--- src/rtl/pipe_stage_skid_if.sv ---
// Handshake bundle for pipe_stage_skid: upstream/downstream valid-ready
// pairs, datapath/control payloads, flush and occupancy.
interface pipe_stage_skid_if #(
  parameter int DATA_W = 32,
  parameter int CTRL_W = 16
);
  logic              flush;
  logic              in_valid;
  logic              in_ready;
  logic [DATA_W-1:0] in_data;
  logic [CTRL_W-1:0] in_ctrl;
  logic              out_valid;
  logic              out_ready;
  logic [DATA_W-1:0] out_data;
  logic [CTRL_W-1:0] out_ctrl;
  logic [1:0]        count;

  modport master (
    output flush, in_valid, in_data, in_ctrl, out_ready,
    input  in_ready, out_valid, out_data, out_ctrl, count
  );

  modport slave (
    input  flush, in_valid, in_data, in_ctrl, out_ready,
    output in_ready, out_valid, out_data, out_ctrl, count
  );
endinterface

--- src/rtl/pipe_stage_skid.sv ---
// One-cycle pipeline register stage. Define PIPE_STAGE_SKID_EN for a
// two-entry skid buffer with registered in_ready; otherwise single entry.
module pipe_stage_skid #(
  parameter int                DATA_W      = 32,
  parameter int                CTRL_W      = 16,
  parameter logic [CTRL_W-1:0] CTRL_BUBBLE = '1
) (
  input logic               clk,
  input logic               rst,
  pipe_stage_skid_if.slave  pipe
);

  localparam logic [1:0] EMPTY = 2'd0;
  localparam logic [1:0] ONE   = 2'd1;
`ifdef PIPE_STAGE_SKID_EN
  localparam logic [1:0] FULL  = 2'd2;
`endif

  logic [1:0]        state_q, state_d;
  logic [DATA_W-1:0] main_data_q, main_data_d;
  logic [CTRL_W-1:0] main_ctrl_q, main_ctrl_d;
  logic              rdy_q, rdy_d;
  logic              in_ready;
  logic              out_valid;
  logic              accept;
  logic              drain;
`ifdef PIPE_STAGE_SKID_EN
  logic [DATA_W-1:0] skid_data_q, skid_data_d;
  logic [CTRL_W-1:0] skid_ctrl_q, skid_ctrl_d;
`endif

  always_comb begin
    out_valid = (state_q != EMPTY);
`ifdef PIPE_STAGE_SKID_EN
    in_ready  = rdy_q;
`else
    // rdy_q only marks "out of reset" here, keeping in_ready low under rst
    in_ready  = rdy_q && (pipe.out_ready || !out_valid);
`endif
    accept    = pipe.in_valid && in_ready;
    drain     = out_valid && pipe.out_ready;
  end

  always_comb begin
    state_d     = state_q;
    main_data_d = main_data_q;
    main_ctrl_d = main_ctrl_q;
`ifdef PIPE_STAGE_SKID_EN
    skid_data_d = skid_data_q;
    skid_ctrl_d = skid_ctrl_q;
    case (state_q)
      EMPTY: begin
        if (accept) begin
          main_data_d = pipe.in_data;
          main_ctrl_d = pipe.in_ctrl;
          state_d     = ONE;
        end
      end
      ONE: begin
        if (accept && drain) begin
          main_data_d = pipe.in_data;
          main_ctrl_d = pipe.in_ctrl;
        end else if (accept) begin
          skid_data_d = pipe.in_data;
          skid_ctrl_d = pipe.in_ctrl;
          state_d     = FULL;
        end else if (drain) begin
          state_d     = EMPTY;
        end
      end
      FULL: begin
        if (drain) begin
          main_data_d = skid_data_q;
          main_ctrl_d = skid_ctrl_q;
          state_d     = ONE;
        end
      end
      default: state_d = EMPTY;
    endcase
    if (pipe.flush) state_d = EMPTY;
    rdy_d = (state_d != FULL);
`else
    if (accept) begin
      main_data_d = pipe.in_data;
      main_ctrl_d = pipe.in_ctrl;
      state_d     = ONE;
    end else if (drain) begin
      state_d     = EMPTY;
    end
    if (pipe.flush) state_d = EMPTY;
    rdy_d = 1'b1;
`endif
  end

  always_ff @(posedge clk or posedge rst) begin
    if (rst) begin
      state_q     <= EMPTY;
      main_data_q <= '0;
      main_ctrl_q <= CTRL_BUBBLE;
      rdy_q       <= 1'b0;
`ifdef PIPE_STAGE_SKID_EN
      skid_data_q <= '0;
      skid_ctrl_q <= CTRL_BUBBLE;
`endif
    end else begin
      state_q     <= state_d;
      main_data_q <= main_data_d;
      main_ctrl_q <= main_ctrl_d;
      rdy_q       <= rdy_d;
`ifdef PIPE_STAGE_SKID_EN
      skid_data_q <= skid_data_d;
      skid_ctrl_q <= skid_ctrl_d;
`endif
    end
  end

  assign pipe.in_ready  = in_ready;
  assign pipe.out_valid = out_valid;
  assign pipe.out_data  = out_valid ? main_data_q : '0;
  assign pipe.out_ctrl  = out_valid ? main_ctrl_q : CTRL_BUBBLE;
  assign pipe.count     = state_q;

endmodule

--- src/flat_wrapper.sv ---
// flat-port wrapper written by rule: the top's interface ports become plain ports
module pipe_stage_skid_flat 
#(
  parameter int                DATA_W      = 32,
  parameter int                CTRL_W      = 16,
  parameter logic [CTRL_W-1:0] CTRL_BUBBLE = '1
)
  (clk, rst, pipe_flush, pipe_in_valid, pipe_in_data, pipe_in_ctrl, pipe_out_ready, pipe_in_ready, pipe_out_valid, pipe_out_data, pipe_out_ctrl, pipe_count);
  pipe_stage_skid_if #(.DATA_W(DATA_W), .CTRL_W(CTRL_W)) pipe_i ();
  input logic clk;
  input logic rst;
  input wire logic [$bits(pipe_i.flush)-1:0] pipe_flush;
  input wire logic [$bits(pipe_i.in_valid)-1:0] pipe_in_valid;
  input wire logic [$bits(pipe_i.in_data)-1:0] pipe_in_data;
  input wire logic [$bits(pipe_i.in_ctrl)-1:0] pipe_in_ctrl;
  input wire logic [$bits(pipe_i.out_ready)-1:0] pipe_out_ready;
  output wire logic [$bits(pipe_i.in_ready)-1:0] pipe_in_ready;
  output wire logic [$bits(pipe_i.out_valid)-1:0] pipe_out_valid;
  output wire logic [$bits(pipe_i.out_data)-1:0] pipe_out_data;
  output wire logic [$bits(pipe_i.out_ctrl)-1:0] pipe_out_ctrl;
  output wire logic [$bits(pipe_i.count)-1:0] pipe_count;
  assign pipe_i.flush = pipe_flush;
  assign pipe_i.in_valid = pipe_in_valid;
  assign pipe_i.in_data = pipe_in_data;
  assign pipe_i.in_ctrl = pipe_in_ctrl;
  assign pipe_i.out_ready = pipe_out_ready;
  assign pipe_in_ready = pipe_i.in_ready;
  assign pipe_out_valid = pipe_i.out_valid;
  assign pipe_out_data = pipe_i.out_data;
  assign pipe_out_ctrl = pipe_i.out_ctrl;
  assign pipe_count = pipe_i.count;
  pipe_stage_skid #(.DATA_W(DATA_W), .CTRL_W(CTRL_W), .CTRL_BUBBLE(CTRL_BUBBLE)) u_core (.clk(clk), .rst(rst), .pipe(pipe_i));
endmodule
--- config.mk ---
export PLATFORM = sky130hd
export DESIGN_NAME = pipe_stage_skid_flat
export DESIGN_NICKNAME = d
export VERILOG_FILES = /design/src/rtl/pipe_stage_skid_if.sv /design/src/rtl/pipe_stage_skid.sv /design/src/flat_wrapper.sv
export SDC_FILE = /design/constraint.sdc
export NUM_CORES = 1
export LEC_CHECK = 0
export ABC_AREA = 1
export BUFFER_PORTS_ARGS = -buffer_cell sky130_fd_sc_hd__buf_2
export CAP_MARGIN = 40
export CORE_MARGIN = 3
export CORE_UTILIZATION = 52
export DETAILED_ROUTE_END_ITERATION = 10
export PLACE_DENSITY = 0.86
export SETUP_SLACK_MARGIN = 0.3
export SYNTH_ARGS = -nofsm -noshare
export SYNTH_HDL_FRONTEND = slang
export SYNTH_SLANG_ARGS = --single-unit
--- constraint.sdc ---
create_clock -name clk -period 1.85 [get_ports clk]
set_input_delay 0 -clock clk [delete_from_list [all_inputs] [get_ports clk]]
set_output_delay 0 -clock clk [all_outputs]
set_load 0.02 [all_outputs]
Word-level counts from Yosys, hierarchy flattened

Index checks and enable logic that the tools add are counted.

Output and inout port bits: 52
Bits in registers: 51
Word-level logic and storage cells: 16

Mux-type cells: 5
Reductions and logical operators: 7

Operator list:

| cell               | count |
|---|---|
| 32-bit two-way mux | 1 |
| 16-bit two-way mux | 1 |
| 2-bit two-way mux  | 3 |
| 1-bit logical AND  | 3 |
| 3-bit nonzero test | 1 |
| 2-bit nonzero test | 1 |
| 1-bit logical NOT  | 1 |
| 1-bit logical OR   | 1 |

Logic depth before layout (Yosys ltp)

Gate-level depths: netlist of run 1.

Depth in word-level cells: 7
Mapped depth: 7
Mapped depth without buffers: 5

Least setup slack after synthesis of run 1

Ideal clock, no wire load.

Kind: register to register
Start point: reg u_core.state_q[0] (netlist: u_core.pipe.count[0])
End point: reg u_core.main_data_q[18]
Arrival time: 1.108 ns
Stages on the path, launching flop included: 8
Setup slack: 0.625 ns
Period minus slack after synthesis: 1.225 ns
Required time: 1.733 ns
Cells stage by stage: dfrtp_1 buf_6 nand2_4 nand3_2 buf_6 buf_6 nand2_1 nand2_1

Word-level cells in the longest chain between the ends: 5

Ends and longest elaborated chain:

| item                   | RTL line               | text |
|---|---|---|
| start, declared        | pipe_stage_skid.sv:19  | `logic [1:0] state_q, state_d;` |
| start signal, assigned | pipe_stage_skid.sv:106 | `state_q <= state_d;` |
| 2-bit nonzero test     | pipe_stage_skid.sv:33  | `out_valid = (state_q != EMPTY);` |
| 1-bit logical NOT      | pipe_stage_skid.sv:38  | `in_ready = rdy_q && (pipe.out_ready \|\| !out_valid);` |
| 1-bit logical OR       | pipe_stage_skid.sv:38  |  |
| 1-bit logical AND      | pipe_stage_skid.sv:38  |  |
| 1-bit logical AND      | pipe_stage_skid.sv:40  | `accept = pipe.in_valid && in_ready;` |
| end signal, assigned   | pipe_stage_skid.sv:107 | `main_data_q <= main_data_d;` |
| end, declared          | pipe_stage_skid.sv:20  | `logic [DATA_W-1:0] main_data_q, main_data_d;` |

Every way passes these cells.
A chain may end at the register's enable or synchronous reset.

Worst setup path after layout of run 1

Start point: reg u_core.state_q[0] (netlist: u_core.pipe.count[0])
End point: reg u_core.main_data_q[7]

Same word-level chain as after synthesis.

==> results.cfg, run 1 <==
[cts]
clk_latency_ns = 0.30
htreeDepth = 2
cts_sinks = 50
cts-root-buf = clkbuf_8
cts_tree = yes
numCtsBuffers = 5
clockBufferDepth = 2
path_clk_slew_ns = 0.09

[outcome]
status = finished clean

[die]
die_w_um = 75.9
start_util = 0.561
placementRows = 24
die_area_um2 = 5760
die_h_um = 75.9
core_um2 = 4530
ios = 105

[pwr]
p_int_mw = 1.80
switching_share = 0.295
pwr-share-clk = 0.237
power_mw = 2.55
leakage_nw = 2.18
seqPwrFrac = 0.534
switching_power_mw = 0.754
vdd_drop_max_mv = 0.586
comb_power_share = 0.229
p_per_area_nw_per_um2 = 707

[timing]
period_minus_slack_ns = 1.39
timing.setup.tns_ns = 0
grt_setup_unrepaired = false
slew_headroom = 0.627
setup_viol = 0
final-max-slew-violation-count = 0
fmax_mhz = 719
fin_worst_skew_ns = 0.00631
worst_pin_slew_ns = 0.559
fin_crit_sh = 0.752
hold_viol_final = 0

[global_routing]
track_usage = 0.258
grt_pass1_wl_um = 12300
grt_max_degree = 52
grt_pass1_vias = 2644
gr-total-overflow = 0
antenna_found_initial = 0

[worst_setup_path]
crit_arrival_ns = 1.63
crit_fanout = 48
worstPathRequired_ns = 2.09
worstSetupPathType = reg2reg
worstRegToRegCells = 5
worst_setup_path_start_kind = flip-flop
cp-end-kind = flip-flop

[layout]
final_nets = 523
layout_commonest_cell = nand2_1
fin_util = 0.796
layoutNonFillerInstCount = 537
area_delta_synth_final_pct = 41.9
final_cell_mix = nand2_1, buf_2, inv_1
drive_gt1_frac = 0.287
n_fill_cell = 307

[detailed_routing]
drc = 0
detail-route-antenna-nets = 0
wirelength_um = 7180
firstDrtPassIters = 7
drtIter0Drc = 198
wl_per_cell_um = 13.4
avgViaCountPerCell = 4.95
vias = 2659

[yosys]
async_flop_share = 1.00
syn-cell-area_um2 = 2540
ys.warnings.count = 0
synth_area_per_cell_um2 = 7.63
synth_edf_count = 0
yosysSeqAreaShare = 0.500
ys_types = 14
postSynthCellCount = 333
synth_flop_cell = dfrtp_1
synth_seq_cells = 50
syn_nets = 386

[run]
cap_viol_max_count = 0

[placement]
gp_congestion = 0.819
portBuffers = 103
dp.cells = 478
hpwlAfterDp_um = 4110

[worst_hold_path]
hold_class = in2reg
hold_path_depth = 3
-- repair_timing --
item | in CTS | in global routing
buffers inserted | 0 | 0
resized for setup | 0 | 1
setup endpoints to repair | 0 | 32
hold buffers | 50 | 0
hold endpoints to repair | 58 | 0
-- synthesized netlist by cell type (2+ instances only) --
library cell / count / area share
conb_1: 2 / 0.0030
inv_1: 54 / 0.080
buf_2: 16 / 0.031
nand2_1: 145 / 0.21
dfrtp_1: 34 / 0.33
dfstp_2: 16 / 0.17
buf_6: 5 / 0.022
nand4_1: 48 / 0.12
clkbuf_1: 5 / 0.0074
buf_4: 4 / 0.012
-- path summary, 6_finish.rpt --
| kind | startpoint | endpoint | slack [ns] |
|---|---|---|---|
| max | u_core.pipe.count[0]$_DFFE_PP0P_ | u_core.main_data_q[7]$_DFFE_PP0P_ | 0.46 |
| min | pipe_in_valid | u_core.main_ctrl_q[3]$_DFFE_PP1P_ | 0.19 |
| max reg2reg | u_core.pipe.count[0]$_DFFE_PP0P_ | u_core.main_data_q[7]$_DFFE_PP0P_ | 0.46 |
| min reg2reg | u_core.main_ctrl_q[11]$_DFFE_PP1P_ | u_core.main_ctrl_q[11]$_DFFE_PP1P_ | 0.47 |
| max in group asynchronous | rst | u_core.pipe.count[0]$_DFFE_PP0P_ | 1.01 |
| min in group asynchronous | rst | u_core.main_data_q[5]$_DFFE_PP0P_ | 0.30 |
-- flip-flops by register name, indices dropped and copies added (netlist names) --
name	count
u_core.main_ctrl_q	16
u_core.main_data_q	32
u_core.pipe.count	1
u_core.rdy_q	1
-- power by group through the flow --
stage	registers, mW	clock network, mW	logic [mW]
after global placement	1.37	0	0.479
after global routing	1.38	0.670	0.656
after detailed placement	1.38	0	0.497
after CTS	1.36	0.622	0.578
after floorplan	1.36	0	0.353
final	1.36	0.603	0.585
-- layout make-up --
cell class,count,area (um^2),share of cell area
antenna,1,2.50,0.000694
clock buffer,8,80.1,0.0222
inverter,54,203,0.0562
multi-input combinational,199,883,0.245
sequential,50,1270,0.353
tap,65,81.3,0.0225
timing repair buffer,160,1080,0.301
-- cell families (layout without fill, tap and decap cells) --
kind of cell | after synthesis | in the layout | share of synthesized area
AOI/OAI and AO/OA | 2 | 2 | 0.00393
other | 2 | 3 | 0.00295
and+or+nand+nor | 195 | 195 | 0.341
DFF | 50 | 50 | 0.500
buffers and inverters | 84 | 222 | 0.153
-- stage by stage --
| stage | instance area, um^2 | setup WS, ns | hold WS (ns) |
|---|---|---|---|
| final | 3610 | 0.459 | 0.187 |
| after global routing | 3600 | 0.332 | 0.205 |
| after CTS | 3600 | 0.350 | 0.172 |
| after detailed placement | 3020 | 0.503 | 0.0820 |
| after global placement | 3020 | 0.564 | 0.0818 |
| after floorplan | 2540 | 0.625 | 0.116 |
-- critical path, stage by stage (launching register included) --
cell and delay (ns):
dfrtp_2 0.40, nand2_4 0.18, nand3_2 0.10, buf_4 0.42, nand2_1 0.14, nand2_1 0.08
-- metal layers --
metal	vias to the layer above	GRT usage	wire, um
met5	-	0	0
met4	0	0.0833	151
met3	14	0.0438	427
met2	126	0.478	3870
met1	1228	0.302	2730
li1	1291	-	-
(Power assumes the default switching activity.)
==> run 2: changes to the inputs <==
- CORE_UTILIZATION: 52 -> 43
- PLACE_DENSITY: 0.86 -> 0.76
- clock period: 1.85 -> 1.2 ns (I/O delays scaled with it)
==> run 2 against run 1 <==
  * The flow now finishes with violations (negative setup slack)
  * Critical endpoint is now u_core.main_data_q[20]$_DFFE_PP0P_
  * First-iteration DRC count rose by 17%
  * Utilization grew 5.3 points
  * Total power is 88% higher
  * Sequential cell count did not move
==> results.cfg, run 2 (same netlist as run 1, synthesis figures left out) <==
[placement]
portBuffers = 103
gp_congestion = 0.812
pre_cts_slack_ns = 0.130
placed_area_um2 = 3190
hpwlAfterDp_um = 4500

[pwr]
power_mw = 4.79
p_per_area_nw_per_um2 = 1010
leakage_nw = 2.61
vdd_drop_max_mv = 0.910

[worst_setup_path]
crit_arrival_ns = 1.59
worstPathRequired_ns = 1.38
crit_fanout = 7
cp-end-kind = flip-flop
worst_setup_path_start_kind = flip-flop
worstSetupPathType = reg2reg

[global_routing]
grt_pass1_wl_um = 15100
track_usage = 0.272
antenna_found_initial = 0
grt_pass1_vias = 3076
gr-total-overflow = 0
grt_max_degree = 40

[run]
cap_viol_max_count = 0

[die]
die_h_um = 82.9
placementRows = 27
die_area_um2 = 6870
ios = 105
start_util = 0.453
die_w_um = 82.9
core_um2 = 5610

[cts]
clockBufferDepth = 2
numCtsBuffers = 5
htreeDepth = 2
cts_tree = yes
cts_sinks = 50
path_clk_slew_ns = 0.09
cts-root-buf = clkbuf_8
clk_latency_ns = 0.30

[detailed_routing]
avgViaCountPerCell = 5.39
drc = 0
detail-route-antenna-nets = 0
wl_per_cell_um = 18.2
drtIter0Drc = 232
vias = 3082
firstDrtPassIters = 5
wirelength_um = 10400

[timing]
fin_worst_skew_ns = 0.0120
worst_pin_slew_ns = 0.498
setup_viol = 96
grt_setup_unrepaired = true
fin_crit_sh = 1.18
setup_ws_ns = -0.212
final-max-slew-violation-count = 0
timing.hold.ws_ns = 0.114
hold_viol_final = 0
fmax_mhz = 708
slew_headroom = 0.667
period_minus_slack_ns = 1.41

[layout]
diodes = 0
final_nets = 552
layout_commonest_cell = nand2_1
final_cell_mix = nand2_1, buf_2, dlygate4sd3_1
largest_reg_flops = 32
top_register = u_core.main_data_q
area_delta_synth_final_pct = 87.1
drive_gt1_frac = 0.494
stdcell_area_um2 = 4760
reg.largest.list = u_core.main_data_q x32, u_core.main_ctrl_q x16

[outcome]
violations = negative setup slack
status = finished with violations

[worst_hold_path]
hold_class = in2reg
-- run 2: through the flow --
| step | util | cells | TNS, ns |
|---|---|---|---|
| after floorplan | - | 333 | 0 |
| after global placement | 0.568 | 492 | 0 |
| after detailed placement | 0.568 | 492 | 0 |
| after CTS | 0.799 | 566 | -2.90 |
| after global routing | 0.848 | 572 | -14.18 |
| final | 0.848 | 572 | -8.25 |
-- run 2: area by class of cell --
class	instances	area, um^2
Tap cell	72	90.1
Inverter	54	206
Clock buffer	6	72.6
Sequential cell	50	1270
Clock inverter	2	33.8
Timing Repair Buffer	189	1900
Fill cell	259	851
Multi-Input combinational cell	199	1180
-- run 2: layer usage --
layer / GRT usage / up-vias / part of all wire
met5: 0 / - / 0
met3: 0.0417 / 65 / 0.072
met4: 0.149 / 0 / 0.055
met2: 0.474 / 216 / 0.51
met1: 0.320 / 1440 / 0.36
li1: - / 1361 / -
-- run 2: path summary, 6_finish.rpt --
kind | startpoint | end | slack, ns | cells after the start
setup / recovery | u_core.pipe.count[0]$_DFFE_PP0P_ | u_core.main_data_q[20]$_DFFE_PP0P_ | -0.21 | 6
hold / removal | pipe_in_valid | u_core.main_ctrl_q[3]$_DFFE_PP1P_ | 0.11 | 3
setup reg to reg | u_core.pipe.count[0]$_DFFE_PP0P_ | u_core.main_data_q[20]$_DFFE_PP0P_ | -0.21 | 6
hold reg to reg | u_core.main_ctrl_q[9]$_DFFE_PP1P_ | u_core.main_ctrl_q[9]$_DFFE_PP1P_ | 0.47 | 2
max in group asynchronous | rst | u_core.main_data_q[18]$_DFFE_PP0P_ | 0.38 | 4
min in group asynchronous | rst | u_core.main_data_q[29]$_DFFE_PP0P_ | 0.28 | 3
-- run 2: worst max-delay path, cell delays in order, from the launching register on --
cell	delay (ns)
dfrtp_2	0.50
nand2_4	0.14
nand3_4	0.16
buf_6	0.19
buf_16	0.13
nand2_2	0.05
nand2_1	0.10
-- run 2: power breakdown --
group / switching (mW) / internal, mW
combinational: 0.726 / 0.713
clock: 0.543 / 0.616
sequential: 0.214 / 1.98
-- run 2: timing repair --
item / in CTS / in global routing
buffers inserted: 8 / 4
endpoints found under the hold margin: 54 / 0
pin swaps: 5 / 3
setup endpoints to repair: 100 / 100
gates resized for setup: 120 / 75
cloned: 8 / 2
hold buffers: 50 / 0
